===== src/rtl/ov7670_pkg.sv =====
// ov7670_pkg
// Shared types and constants for the OV7670 register-initialisation sequencer:
// the sequencer state encoding, the table marker entries, the default SCCB
// slave address and the built-in OV7670 RGB565/VGA register list.
package ov7670_pkg;

    typedef enum logic [2:0] {
        ST_IDLE,
        ST_FETCH,
        ST_CHECK,
        ST_SEND,
        ST_WAIT_ACCEPT,
        ST_WAIT_DONE,
        ST_DELAY,
        ST_DONE
    } cfg_state_t;

    localparam logic [15:0] CFG_END        = 16'hFFFF;
    localparam logic [15:0] CFG_DELAY      = 16'hFFF0;
    localparam logic [7:0]  DEFAULT_CAM_ID = 8'h42;

    // Built-in {register, value} list: soft reset, settle delay, then RGB565 VGA.
    function automatic logic [15:0] default_entry(input int unsigned idx);
        case (idx)
            0:  default_entry = 16'h1280;  // COM7: soft reset
            1:  default_entry = CFG_DELAY; // let the sensor come out of reset
            2:  default_entry = 16'h1204;  // COM7: RGB output, VGA
            3:  default_entry = 16'h1180;  // CLKRC: use external clock directly
            4:  default_entry = 16'h0C00;  // COM3
            5:  default_entry = 16'h3E00;  // COM14: no scaling
            6:  default_entry = 16'h0400;  // COM1
            7:  default_entry = 16'h40D0;  // COM15: RGB565, full range
            8:  default_entry = 16'h3A04;  // TSLB
            9:  default_entry = 16'h1418;  // COM9: AGC ceiling
            10: default_entry = 16'h4FB3;  // colour matrix
            11: default_entry = 16'h50B3;
            12: default_entry = 16'h5100;
            13: default_entry = 16'h523D;
            14: default_entry = 16'h53A7;
            15: default_entry = 16'h54E4;
            16: default_entry = 16'h589E;
            17: default_entry = 16'h3DC0;  // COM13: gamma, UV saturation
            18: default_entry = 16'h1714;  // HSTART
            19: default_entry = 16'h1802;  // HSTOP
            20: default_entry = 16'h3280;  // HREF
            21: default_entry = 16'h1903;  // VSTART
            22: default_entry = 16'h1A7B;  // VSTOP
            23: default_entry = 16'h030A;  // VREF
            24: default_entry = 16'h0F41;  // COM6
            25: default_entry = 16'h1E00;  // MVFP
            26: default_entry = 16'h330B;  // CHLF
            27: default_entry = 16'h3C78;  // COM12
            28: default_entry = 16'h6900;  // GFIX
            29: default_entry = 16'h7400;  // REG74
            30: default_entry = 16'hB084;  // reserved, needed for good colour
            31: default_entry = 16'hB10C;  // ABLC1
            32: default_entry = 16'hB20E;
            33: default_entry = 16'hB380;  // THL_ST
            default: default_entry = CFG_END;
        endcase
    endfunction

endpackage


===== src/rtl/ov7670_config_rom.sv =====
// ov7670_config_rom
// Synchronous-read table of 16-bit {register, value} entries.
// With TABLE_LEN = 0 the built-in OV7670 list is used; otherwise the first
// TABLE_LEN (max 16) entries come from TABLE_INIT (entry i in bits [16*i +: 16])
// and every remaining entry reads as the end-of-table marker.
// Ports:
//   clk_i   in   clock
//   addr_i  in   entry address
//   data_o  out  entry, valid the cycle after addr_i is presented
module ov7670_config_rom
    import ov7670_pkg::*;
#(
    parameter int           ROM_DEPTH  = 128,
    parameter int           AW         = 7,
    parameter int           TABLE_LEN  = 0,
    parameter logic [255:0] TABLE_INIT = '0
) (
    input  logic          clk_i,
    input  logic [AW-1:0] addr_i,
    output logic [15:0]   data_o
);

    logic [15:0] mem [ROM_DEPTH];

    generate
        for (genvar gi = 0; gi < ROM_DEPTH; gi++) begin : g_entry
            if (TABLE_LEN == 0) begin : g_default
                assign mem[gi] = default_entry(gi);
            end else if (gi < TABLE_LEN && gi < 16) begin : g_user
                assign mem[gi] = TABLE_INIT[16*gi +: 16];
            end else begin : g_pad
                assign mem[gi] = CFG_END;
            end
        end
    endgenerate

    always_ff @(posedge clk_i) begin
        data_o <= mem[addr_i];
    end

endmodule


===== src/rtl/ov7670_config.sv =====
// ov7670_config
// Walks the register table and hands each {register, value} entry to the SCCB
// interface via the send/taken handshake. FFFF ends the table; FFF0 is a delay
// marker. Optional feature macro: OV7670_CFG_DELAY_EN -- when defined, FFF0
// waits DELAY_MS milliseconds; when undefined, FFF0 is skipped and no delay
// counter is built.
// Ports:
//   clk_i    in   system clock
//   rst_ni   in   asynchronous active-low reset
//   start_i  in   single-cycle request to run the table from address 0
//   taken_i  in   SCCB idle/finished flag
//   send_o   out  transfer request to the SCCB interface
//   id_o     out  SCCB slave address (CAM_ID)
//   regi_o   out  register address of the current entry
//   value_o  out  register value of the current entry
//   busy_o   out  sequence running
//   done_o   out  table completed, held until next start or reset
module ov7670_config
    import ov7670_pkg::*;
#(
    parameter int           CLK_FREQ   = 25_000_000,
    parameter logic [7:0]   CAM_ID     = DEFAULT_CAM_ID,
    parameter int           ROM_DEPTH  = 128,
    parameter int           DELAY_MS   = 10,
    parameter int           AUTO_START = 1,
    parameter int           TABLE_LEN  = 0,
    parameter logic [255:0] TABLE_INIT = '0
) (
    input  logic       clk_i,
    input  logic       rst_ni,
    input  logic       start_i,
    input  logic       taken_i,
    output logic       send_o,
    output logic [7:0] id_o,
    output logic [7:0] regi_o,
    output logic [7:0] value_o,
    output logic       busy_o,
    output logic       done_o
);

    localparam int            AW        = (ROM_DEPTH > 1) ? $clog2(ROM_DEPTH) : 1;
    localparam logic [AW-1:0] LAST_ADDR = AW'(ROM_DEPTH - 1);

    cfg_state_t    state_reg, state_next;
    logic [AW-1:0] addr_reg, addr_next;
    logic          send_reg, send_next;
    logic          busy_reg, busy_next;
    logic          done_reg, done_next;
    logic [7:0]    regi_reg, regi_next;
    logic [7:0]    value_reg, value_next;
    logic          auto_reg, auto_next;   // auto-start still owed since reset
    logic          launch;
    logic          advance;
    logic [15:0]   rom_data;

`ifdef OV7670_CFG_DELAY_EN
    localparam longint      DELAY_TOTAL = longint'(DELAY_MS) * longint'(CLK_FREQ) / 1000;
    // Counting down to 0 inclusive, so load one less for an exact DELAY_TOTAL.
    localparam logic [31:0] DELAY_LOAD  = (DELAY_TOTAL > 0) ? 32'(DELAY_TOTAL - 1) : 32'd0;
    logic [31:0] delay_reg, delay_next;
`endif

    ov7670_config_rom #(
        .ROM_DEPTH (ROM_DEPTH),
        .AW        (AW),
        .TABLE_LEN (TABLE_LEN),
        .TABLE_INIT(TABLE_INIT)
    ) u_rom (
        .clk_i (clk_i),
        .addr_i(addr_reg),
        .data_o(rom_data)
    );

    // start_i is only honoured outside a run, so pulses while busy are dropped.
    assign launch = ((state_reg == ST_IDLE) && (start_i || ((AUTO_START != 0) && auto_reg)))
                 || ((state_reg == ST_DONE) && start_i);

    always_comb begin
        state_next = state_reg;
        addr_next  = addr_reg;
        send_next  = send_reg;
        busy_next  = busy_reg;
        done_next  = done_reg;
        regi_next  = regi_reg;
        value_next = value_reg;
        auto_next  = auto_reg;
        advance    = 1'b0;
`ifdef OV7670_CFG_DELAY_EN
        delay_next = delay_reg;
`endif
        case (state_reg)
            ST_FETCH: state_next = ST_CHECK;
            ST_CHECK: begin
                if (rom_data == CFG_END) begin
                    state_next = ST_DONE;
                    busy_next  = 1'b0;
                    done_next  = 1'b1;
                end else if (rom_data == CFG_DELAY) begin
`ifdef OV7670_CFG_DELAY_EN
                    delay_next = DELAY_LOAD;
                    state_next = ST_DELAY;
`else
                    advance    = 1'b1;
`endif
                end else begin
                    regi_next  = rom_data[15:8];
                    value_next = rom_data[7:0];
                    state_next = ST_SEND;
                end
            end
            ST_SEND: begin
                if (taken_i) begin
                    send_next  = 1'b1;
                    state_next = ST_WAIT_ACCEPT;
                end
            end
            ST_WAIT_ACCEPT: begin
                if (!taken_i) begin
                    send_next  = 1'b0;
                    state_next = ST_WAIT_DONE;
                end
            end
            ST_WAIT_DONE: advance = taken_i;
`ifdef OV7670_CFG_DELAY_EN
            ST_DELAY: begin
                if (delay_reg == 32'd0) begin
                    advance = 1'b1;
                end else begin
                    delay_next = delay_reg - 32'd1;
                end
            end
`endif
            ST_IDLE, ST_DONE: ;
            default: state_next = ST_IDLE;
        endcase

        if (advance) begin
            if (addr_reg == LAST_ADDR) begin
                state_next = ST_DONE;
                busy_next  = 1'b0;
                done_next  = 1'b1;
            end else begin
                addr_next  = addr_reg + AW'(1);
                state_next = ST_FETCH;
            end
        end

        if (launch) begin
            addr_next  = '0;
            done_next  = 1'b0;
            busy_next  = 1'b1;
            auto_next  = 1'b0;
            state_next = ST_FETCH;
        end
    end

    always_ff @(posedge clk_i or negedge rst_ni) begin
        if (!rst_ni) begin
            state_reg <= ST_IDLE;
            addr_reg  <= '0;
            send_reg  <= 1'b0;
            busy_reg  <= 1'b0;
            done_reg  <= 1'b0;
            regi_reg  <= 8'h00;
            value_reg <= 8'h00;
            auto_reg  <= 1'b1;
`ifdef OV7670_CFG_DELAY_EN
            delay_reg <= 32'd0;
`endif
        end else begin
            state_reg <= state_next;
            addr_reg  <= addr_next;
            send_reg  <= send_next;
            busy_reg  <= busy_next;
            done_reg  <= done_next;
            regi_reg  <= regi_next;
            value_reg <= value_next;
            auto_reg  <= auto_next;
`ifdef OV7670_CFG_DELAY_EN
            delay_reg <= delay_next;
`endif
        end
    end

    assign send_o  = send_reg;
    assign busy_o  = busy_reg;
    assign done_o  = done_reg;
    assign regi_o  = regi_reg;
    assign value_o = value_reg;
    assign id_o    = CAM_ID;

endmodule


===== config.mk =====
export PLATFORM = sky130hd
export DESIGN_NAME = ov7670_config
export DESIGN_NICKNAME = d
export VERILOG_FILES = /design/src/rtl/ov7670_pkg.sv /design/src/rtl/ov7670_config_rom.sv /design/src/rtl/ov7670_config.sv
export SDC_FILE = /design/constraint.sdc
export NUM_CORES = 1
export LEC_CHECK = 0
export BUFFER_PORTS_ARGS = -buffer_cell sky130_fd_sc_hd__clkbuf_2
export CORE_MARGIN = 2
export CORE_UTILIZATION = 63
export CTS_CLUSTER_DIAMETER = 50
export DETAILED_ROUTE_END_ITERATION = 8
export PLACE_DENSITY = 0.85
export REMOVE_ABC_BUFFERS = 1
export SETUP_SLACK_MARGIN = 0.2
export SYNTH_ARGS = -nofsm -noshare
export SYNTH_HDL_FRONTEND = slang
export SYNTH_SLANG_ARGS = --single-unit

===== constraint.sdc =====
create_clock -name clk_i -period 3.85 [get_ports clk_i]
set_input_delay 0.385 -clock clk_i [delete_from_list [all_inputs] [get_ports clk_i]]
set_output_delay 0.385 -clock clk_i [all_outputs]
set_load 0.02 [all_outputs]

==> metrics, run 1 <==
Reg with most FFs u_rom.data_o; crit path DAT 2470 ps; Mapped Cells 297; async set-reset flop share out of synthesis 0.652; placed cell areas 2730 um2; worst vdd ir 0.000374 V; Synth Area per Inst 9.06 um2; xor and xnor area share after synthesis 0.00977; Flop pwr share 0.428; Max Slew Vio Count 0; Pint 0.00104 W; Critical Path Sink Type register; layout cells sized above 1 0.194; clock share of power 0.183; cts repair resizes 0; IO Port Bufs 22; number of synthesized flops with an enable pin 0; Synth area leader dfrtp_1; register area 1070 um2; Critical Path Max Stage Delay 610 ps; TNS Setup 0 ps; post-route minimum period 2260 ps; MaxCap Viol Count 0; fin crit share 0.588; ANT nets after route 0; die area 4810 um2; First DRT Iteration DRCs 173; WL/cell 15.7 um; top post-synthesis cells by area dfrtp_1 (27%), dfxtp_1 (12%), mux2_2 (6.7%); I/O pin count 31; Synth top area share 0.270; # diodes 0; adder-cell share of the synthesized area 0.0512; routability cong. 0.942; first-pass GRT wire length 9.35 mm; Netlist Area Pre-Place 2690 um2; Hold Vio Cnt, Final 0; WL final 5.55 mm; Seq cells post-synth 46; largest net degree at the start of global routing 31; CP max FO 14; Compound-Gate Fraction of Synth Area 0.201; status finished clean; CTS Sinks 46; final setup vio count 0; DP Wirelength 3.88 mm; register area share after synthesis 0.399; Post CTS Setup Buffer Count 0; vias per cell 6.16; GRT Total Usage 0.241; floorplan core area 4060 um2; slowest library cell on the worst path dfrtp_1; Max Freq 442 MHz; drt first pass iters 4; Yosys cell types 57; worst hold path class in -> async; Skew-Pair Late Insertion Delay 310 ps; ys flop type dfrtp_1; grt ovf 0; initial antenna violation count 0; worst-margin pin slew 829 ps; die width 69.3 um; Worst slew margin 0.447; CP dominant cell by count and3_1; Initial Utilization 0.663; design area 2820 um2; number of flip-flops in the largest register 16; crit start category register; # DRC 0; Net Sw Frac 0.399; CTS tree built; Comb pwr share 0.389; Synth Warn # 0; Worst Path Required 4060 ps; total CTS buffers 5; vias in the first global route 1950; clock root cell clkbuf_8; sw power 0.000687 W; Clock transition at path regs 90 ps; row cnt 23; # nets final 318; Die Ht 69.3 um; Leak 1.23 nW; mux contribution to synthesized area 0.0977; area of the multi-input gates 1430 um2; CTS Hold Bufs 0; Pwr per Cell Area 611 nW/um2; RSZ-0062 raised after global routing no; via count 2182; main combinational cell family by area after synthesis compound AO/OA/AOI/OAI gates; crit path cell chain ha_1 > and3_1 > nand2_1 > a22o_1 > and3_1 > o21a_1; Max clock buf depth 2; simple-gate share of the synthesized area 0.159; clk_skew 5.00 ps; fillers 329; htree depth 2; most common cell after layout, fill and taps aside dfrtp_1; CP Class reg -> reg; Area growth syn-to-layout 4.79%; most frequent cells in the layout dfrtp_1 (29), nand2_1 (28), o21ai_0 (23)
final cells by class:
cell class / instances / share of cell area
inverters: 9 / 0.0120
multi-input cells: 216 / 0.506
flip-flops and latches: 46 / 0.380
clock inverters: 3 / 0.00843
well taps: 50 / 0.0222
clock buffers: 5 / 0.0244
repair buffers: 25 / 0.0470
cells by family (layout without fill, tap and decap cells):
logic type	Yosys count	in the layout
AND/OR/NAND/NOR	86	86
buffers and inverters	41	42
adder cells (fa/ha/maj)	11	11
other	2	8
XOR/XNOR	3	3
flip-flops	46	46
AO/OA/AOI/OAI	85	85
multiplexers	23	23
synthesized netlist by cell type (all sizes together), types with 3 or more instances:
library cell / instances
and3: 6
o211ai: 3
nand2: 28
a211oi: 3
buf: 20
nand4: 6
mux2: 16
o21ai: 23
o22ai: 3
nor3: 6
ha: 11
nand2b: 6
nor2: 18
clkbuf: 12
mux2i: 6
dfrtp: 29
a21oi: 23
o31ai: 3
nand3: 6
inv: 8
dfxtp: 16
a31oi: 5
o21a: 3
nor2b: 4
through the flow:
step | total power, W | setup slack, ps | instances | hold slack (ps) | utilization
CTS | 0.00171 | 1610 | 354 | 143 | 0.695
global route | 0.00183 | 1460 | 354 | 197 | 0.695
floorplan | 0.00122 | 1550 | 271 | 89.4 | -
detailed placement | 0.00141 | 1630 | 346 | 476 | 0.672
finish | 0.00172 | 1590 | 354 | 111 | 0.695
global placement | 0.00139 | 1710 | 346 | 473 | 0.672
routing by layer:
metal	up-vias	track usage	wire length, um
met5	-	0	0
met4	0	0.0784	93
met3	12	0.0480	377
met2	96	0.378	2610
met1	1017	0.337	2470
li1	1057	-	-
worst max-delay path, delay by kind of cell (launching register included):
family,cells,cell delay (ps)
DFF,1,610
and+or+nand+nor,3,570
AOI/OAI and AO/OA,2,530
adders and majority gates,1,430
power groups by stage:
stage / Sequential (W) / Clock [W] / Combinational (W)
2_1_floorplan: 0.000792 / 0 / 0.000426
3_3_place_gp: 0.000738 / 0 / 0.000655
3_5_place_dp: 0.000746 / 0 / 0.000660
4_1_cts: 0.000735 / 0.000311 / 0.000666
5_1_grt: 0.000760 / 0.000335 / 0.000733
6_report: 0.000737 / 0.000314 / 0.000671
final timing paths:
kind	start	end	slack, ps	cells after the start
min in group clk_i	taken_i	send_o	380	3
min	rst_ni	value_o[4]	110	1
max in group asynchronous	rst_ni	done_o	3270	1
min reg2reg	auto_reg	auto_reg	500	1
max reg2reg	addr_reg[1]	addr_reg[3]	1590	6
max	addr_reg[1]	addr_reg[3]	1590	6
No activity file was read; power rests on OpenSTA's default activity.
==> run 2: changes to the inputs <==
--- a/config.mk
+++ b/config.mk
@@ -5,12 +5,13 @@
 export SDC_FILE = /design/constraint.sdc
 export NUM_CORES = 1
 export LEC_CHECK = 0
+export ABC_AREA = 1
 export BUFFER_PORTS_ARGS = -buffer_cell sky130_fd_sc_hd__clkbuf_2
 export CORE_MARGIN = 2
-export CORE_UTILIZATION = 63
+export CORE_UTILIZATION = 59
 export CTS_CLUSTER_DIAMETER = 50
 export DETAILED_ROUTE_END_ITERATION = 8
-export PLACE_DENSITY = 0.85
+export PLACE_DENSITY = 0.8
 export REMOVE_ABC_BUFFERS = 1
 export SETUP_SLACK_MARGIN = 0.2
 export SYNTH_ARGS = -nofsm -noshare
==> constraint.sdc (replaced) <==
create_clock -name clk_i -period 2.38 [get_ports clk_i]
set_input_delay 0.238 -clock clk_i [delete_from_list [all_inputs] [get_ports clk_i]]
set_output_delay 0.238 -clock clk_i [all_outputs]
set_load 0.02 [all_outputs]
==> run 2 against run 1 <==
  * The flow now finishes with violations (negative hold slack)
  * Combinational power rose to 2.5 times the previous value
  * Clock skew hardly changed
  * Final cell count increased by 30%
==> metrics, run 2 <==
First DRT Iteration DRCs 212 (+23%); layout cells sized above 1 0.170 (-0.0241); Pwr per Cell Area 1150 nW/um2 (+89%); Skew-Pair Late Insertion Delay 310 ps (about the same); DP Wirelength 5.17 mm (+33%); clock root cell clkbuf_8; met2 wire len 3.09 mm (+18%); CP Class reg -> reg; number of flip-flops in the largest register 16 (unchanged); max layer used met4; die area 5320 um2 (+11%); vias per cell 5.58 (-9.4%); status finished with violations; crit path DAT 2110 ps (-360 ps); Initial Utilization 0.601 (-0.0616); Hold Vio Cnt, Final 29 (+29); # diodes 0 (unchanged); most frequent cells in the layout nand2_1 (108), inv_1 (32), nor2_1 (32); MaxCap Viol Count 0 (unchanged); worst hold path class in -> async; Mapped Cells 383 (+29%); CTS tree built; async set-reset flop share out of synthesis 0.652 (unchanged); Post CTS Setup Buffer Count 0 (unchanged); WL/cell 14.7 um (-6.4%); Max clock buf depth 2 (unchanged); worst vdd ir 0.000636 V (+70%); RSZ-0062 raised after global routing no; final setup vio count 0 (unchanged); fin crit share 0.815 (+0.227); most common cell in the synthesized netlist nand2_1; drt first pass iters 5 (+1); post-route minimum period 1940 ps (-325 ps); Worst Path Required 2550 ps (-1510 ps); final core utilization 0.650 (-0.0448); worst-margin pin slew 764 ps (-65.0 ps); Seq cells post-synth 46 (unchanged); # nets final 420 (+32%); register area share after synthesis 0.383 (-0.0160); most common cell after layout, fill and taps aside nand2_1; floorplan core area 4660 um2 (+15%); routability cong. 0.982 (+4.3%); htree depth 2 (unchanged); via count 2569 (+18%); pre-CTS setup slack 472 ps (-1160 ps); CTS Sinks 46 (unchanged); die width 72.9 um (+5.2%); Clock transition at path regs 90 ps (about the same); Synth Warn # 0 (unchanged); CP max FO 10 (-4); first-pass GRT wire length 11.0 mm (+18%); GRT Total Usage 0.273 (+0.0315); ys flop type dfrtp_1; # DRC 0 (unchanged); total CTS buffers 5 (unchanged); crit start category register; I/O pin count 31 (unchanged); TNS Setup 0 ps (unchanged); clk_skew 5.15 ps (+0.151 ps); Worst slew margin 0.490 (+0.0433); initial antenna violation count 0 (unchanged); fin worst setup slack 441 ps (-1150 ps); vias in the first global route 2336 (+20%); top post-synthesis cells by area dfrtp_1 (26%), nand2_1 (14%), dfxtp_1 (11%); row cnt 25 (+8.7%); met3 wire len 467 um (+24%); Post-synth top cells nand2_1 (108), inv_1 (32), nor2_1 (32), nand3_1 (30), dfrtp_1 (29); number of synthesized flops with an enable pin 0 (unchanged); violated checks negative hold slack; Max Freq 516 MHz (+17%); IO Port Bufs 22 (unchanged); Leak 1.57 nW (+27%); Max Slew Vio Count 0 (unchanged); Synth Area per Inst 7.32 um2 (-19%); Critical Path Sink Type register; Final Hold Slack -18.0 ps (-129 ps); ANT nets after route 0 (unchanged); Die Ht 72.9 um (+5.2%); grt ovf 0 (unchanged); Area growth syn-to-layout 8.08%; largest net degree at the start of global routing 31 (unchanged); reg-to-reg slack, setup 440 ps (-1150 ps); Synth top area share 0.259 (-0.0108); DRT met1 WL 2.89 mm (+17%); Netlist Area Pre-Place 2800 um2 (+4.2%); CTS Hold Bufs 0 (unchanged); WL final 6.75 mm (+22%); Yosys cell types 44 (-23%); Synth area leader dfrtp_1; Reg with most FFs u_rom.data_o
-- run 2: cell types whose count changed after synthesis, moves of 7 or more --
cell	before	now
nand2_1	28	108
inv_1	8	32
nand3_1	6	30
mux2_2	16	0
nor2_1	18	32
clkbuf_1	12	5
-- run 2: area by class of cell --
type / count / area, um2
tap: 54 / 67.6
fill: 429 / 1630
clock inverter: 3 / 23.8
timing repair buffer: 33 / 193
inverter: 36 / 139
clock buffer: 5 / 68.8
sequential: 46 / 1070
multi-input combinational: 283 / 1460
-- run 2: kinds of logic after synthesis --
kind of cell,count (synthesis),synth area share
flops,46,0.383
compound gates,68,0.148
buf+inv,60,0.103
fa+ha+maj,11,0.0491
simple gates,194,0.308
xor+xnor,2,0.00625
other cells,2,0.00268
-- run 2: power by group --
group          switching [W]  total (W)  internal [W]
Clock               0.000290   0.000501      0.000210
Combinational        0.00113    0.00170      0.000567
Sequential          0.000233    0.00129       0.00106
Total                0.00165    0.00349       0.00184
-- run 2: stage by stage --
step / cells / total power [W] / area, um2
floorplan: 365 / 0.00248 / 2680
global placement: 452 / 0.00298 / 2940
detailed placement: 452 / 0.00299 / 2940
CTS: 460 / 0.00348 / 3030
global route: 460 / 0.00377 / 3030
finish: 460 / 0.00349 / 3030
-- run 2: worst paths after layout --
kind,startpoint,endpoint,cells past startpoint
setup / recovery,addr_reg[0],u_rom.data_o[8],5
hold / removal,rst_ni,addr_reg[1],1
setup reg to reg,addr_reg[0],u_rom.data_o[8],5
hold reg to reg,u_rom.data_o[4],value_o[4],2
max in group asynchronous,rst_ni,addr_reg[0],1
min in group clk_i,taken_i,send_o,3
-- run 2: layer usage --
metal | GRT usage | up-vias
met2 | 0.423 | 123
met5 | 0 | -
li1 | - | 1274
met3 | 0.0511 | 25
met4 | 0.144 | 0
met1 | 0.362 | 1147
-- run 2: timing repair --
item | CTS | global route
resized for setup | 0 | 1
endpoints found under the setup margin | 0 | 1
endpoints found under the hold margin | 0 | 0
-- run 2: worst max-delay path, cell delays in order, from the launching register on --
cell	delay [ps]
dfrtp_2	480
inv_1	270
ha_1	260
inv_1	120
o32ai_1	510
o21ai_0	170
==> run 3: changes to the inputs <==
--- a/config.mk
+++ b/config.mk
@@ -8,10 +8,10 @@
 export ABC_AREA = 1
 export BUFFER_PORTS_ARGS = -buffer_cell sky130_fd_sc_hd__clkbuf_2
 export CORE_MARGIN = 2
-export CORE_UTILIZATION = 59
+export CORE_UTILIZATION = 53
 export CTS_CLUSTER_DIAMETER = 50
 export DETAILED_ROUTE_END_ITERATION = 8
-export PLACE_DENSITY = 0.8
+export PLACE_DENSITY = 0.76
 export REMOVE_ABC_BUFFERS = 1
 export SETUP_SLACK_MARGIN = 0.2
 export SYNTH_ARGS = -nofsm -noshare
==> constraint.sdc (replaced) <==
create_clock -name clk_i -period 1.65 [get_ports clk_i]
set_input_delay 0.165 -clock clk_i [delete_from_list [all_inputs] [get_ports clk_i]]
set_output_delay 0.165 -clock clk_i [all_outputs]
set_load 0.02 [all_outputs]
==> run 3 against run 2 <==
  * The flow finishes with violations (negative setup slack)
  * Clock power rose by 43%
  * Fmax rose by 17%
  * Design area rose by 27%
  * Critical endpoint is now u_rom.data_o[11]
  * Largest cell class unchanged
  * Largest power group unchanged
  * Highest routed layer unchanged
==> metrics, run 3 (synthesized netlist as in run 2, its figures left out) <==
status finished with violations; violated checks negative setup slack; DP Wirelength 5.26 mm (+1.7%); CTS tree built; htree depth 2 (unchanged); Worst slew margin 0.512 (+0.0211); WL final 8.32 mm (+23%); clock root cell clkbuf_8; reg2reg end u_rom.data_o[11]; Max Freq 605 MHz (+17%); clock share of power 0.112 (-0.031); layout cells sized above 1 0.396 (+0.226); busiest grt layer met2; Clock transition at path regs 90 ps (about the same); RSZ-0062 raised after global routing yes; CP max FO 4 (-6); # DRC 0 (unchanged); row cnt 26 (+4.0%); sw power 0.00299 W (+81%); Hold Path End send_o; Total Power 0.00643 W (+84%); worst-margin pin slew 733 ps (-31.7 ps); fin crit share 1.00 (+0.188); MaxCap Viol Count 0 (unchanged); # nets final 469 (+12%); Max clock buf depth 2 (unchanged); fin worst setup slack -4.02 ps (-445 ps); worst vdd ir 0.00116 V (+83%); I/O pin count 31 (unchanged); initial antenna violation count 0 (unchanged); GRT Total Usage 0.266 (-0.00677); met3 Use GR 0.0424 (-0.00875); worst hold path class in -> reg; via count 2951 (+15%); Leak 1.88 nW (+20%); total CTS buffers 5 (unchanged); First DRT Iteration DRCs 172 (-19%); Flop pwr share 0.286 (-0.084); ANT nets after route 0 (unchanged); design area 3850 um2 (+27%); final setup vio count 1 (+1); IO Port Bufs 22 (unchanged); crit path from addr_reg[1]; most common cell after layout, fill and taps aside nand2_1; post-route minimum period 1650 ps (-285 ps); crit start category register; WL/cell 15.9 um (+8.1%); Die Ht 76.7 um (+5.2%); vias in the first global route 2735 (+17%); GR Util met2 0.442 (+0.0189); Worst Path Required 1890 ps (-660 ps); CP Class reg -> reg; die area 5890 um2 (+11%); Hold Vio Cnt, Final 0 (-100%); Area growth syn-to-layout 37.5%; reg2reg start addr_reg[1]; reg-to-reg slack, setup -4 ps (-450 ps); floorplan core area 5110 um2 (+9.6%); first-pass GRT wire length 12.6 mm (+15%); # diodes 0 (unchanged); placed cell areas 3110 um2 (+6.1%); drt first pass iters 5 (unchanged); Initial Utilization 0.549 (-0.0526); die width 76.7 um (+5.2%); routability cong. 0.905 (-7.8%); Critical Path Sink Type register; routing usage on met1 0.331 (-0.0303); grt ovf 0 (unchanged); most frequent cells in the layout nand2_1 (94), buf_4 (50), nand3_1 (27); Comb pwr share 0.602 (+0.116); Reg with most FFs u_rom.data_o; clk_skew 11.9 ps (+6.71 ps); number of flip-flops in the largest register 16 (unchanged); Worst R2R Path Depth 9 (+4); fillers 359 (-16%); crit path DAT 1900 ps (-210 ps); Max Slew Vio Count 0 (unchanged); Skew-Pair Late Insertion Delay 300 ps (about the same); Pint 0.00344 W (+87%); Worst Hold Depth 3; largest net degree at the start of global routing 31 (unchanged); Pwr per Cell Area 1670 nW/um2 (+45%); Net Sw Frac 0.465 (-0.00845); Hold Crit Start taken_i; CTS Sinks 46 (unchanged); vias per cell 5.62 (+0.65%)
## run 3: final cells by class
class | count | area [um2] | share of cell area
multi-input combinational | 284 | 1840 | 0.478
sequential | 46 | 1080 | 0.280
timing repair buffer | 81 | 603 | 0.156
inverter | 36 | 148 | 0.0383
tap | 70 | 87.6 | 0.0227
clock buffer | 5 | 68.8 | 0.0179
clock inverter | 3 | 25.0 | 0.00649
## run 3: through the flow
stage | utilization | hold slack (ps) | std cells | worst slack (ps) | setup TNS, ps
after floorplan | - | -131 | 365 | -27.6 | -62.4
after global placement | 0.610 | 242 | 489 | -232 | -1260
after detailed placement | 0.610 | 263 | 489 | -145 | -2460
after CTS | 0.695 | 127 | 513 | 149 | 0
after global routing | 0.755 | 190 | 525 | -97.7 | -238
final | 0.755 | 165 | 525 | -4.02 | -4.02
## run 3: worst max path at each step
stage                        to  slack (ps)  cells after the start
3_5_place_dp          regi_o[7]        -140                      8
3_3_place_gp    u_rom.data_o[4]        -230                      7
2_1_floorplan   u_rom.data_o[6]         -30                      9
6_report       u_rom.data_o[11]          -4                      9
4_1_cts        u_rom.data_o[11]         150                      9
5_1_grt        u_rom.data_o[11]        -100                      9
## run 3: worst max-delay path, stage by stage (launching register included)
cell     delay, ps
dfrtp_2        460
inv_4           80
ha_4           290
buf_6          100
nand2_4         60
nand3_1         90
o21ai_1         90
a21oi_1        230
nand2_1        120
nand2_1         80
## run 3: power groups by stage
stage,logic [W],registers (W),clock network (W)
CTS,0.00324,0.00183,0.000737
global route,0.00422,0.00188,0.000789
finish,0.00388,0.00184,0.000718
global placement,0.00273,0.00180,0
floorplan,0.00155,0.00203,0
detailed placement,0.00274,0.00181,0
## run 3: metal layers
metal | part of all wire | vias up
met1 | 0.39 | 1358
met2 | 0.49 | 169
met4 | 0.051 | 0
li1 | - | 1380
met5 | 0 | -
met3 | 0.069 | 44
## run 3: repair_timing
item	4_1_cts	5_1_grt
resized for setup	77	47
pin swaps	21	23
cloned	0	2
buffers inserted	15	10
endpoints found under the hold margin	29	0
hold buffers	1	0
setup endpoints to repair	40	42
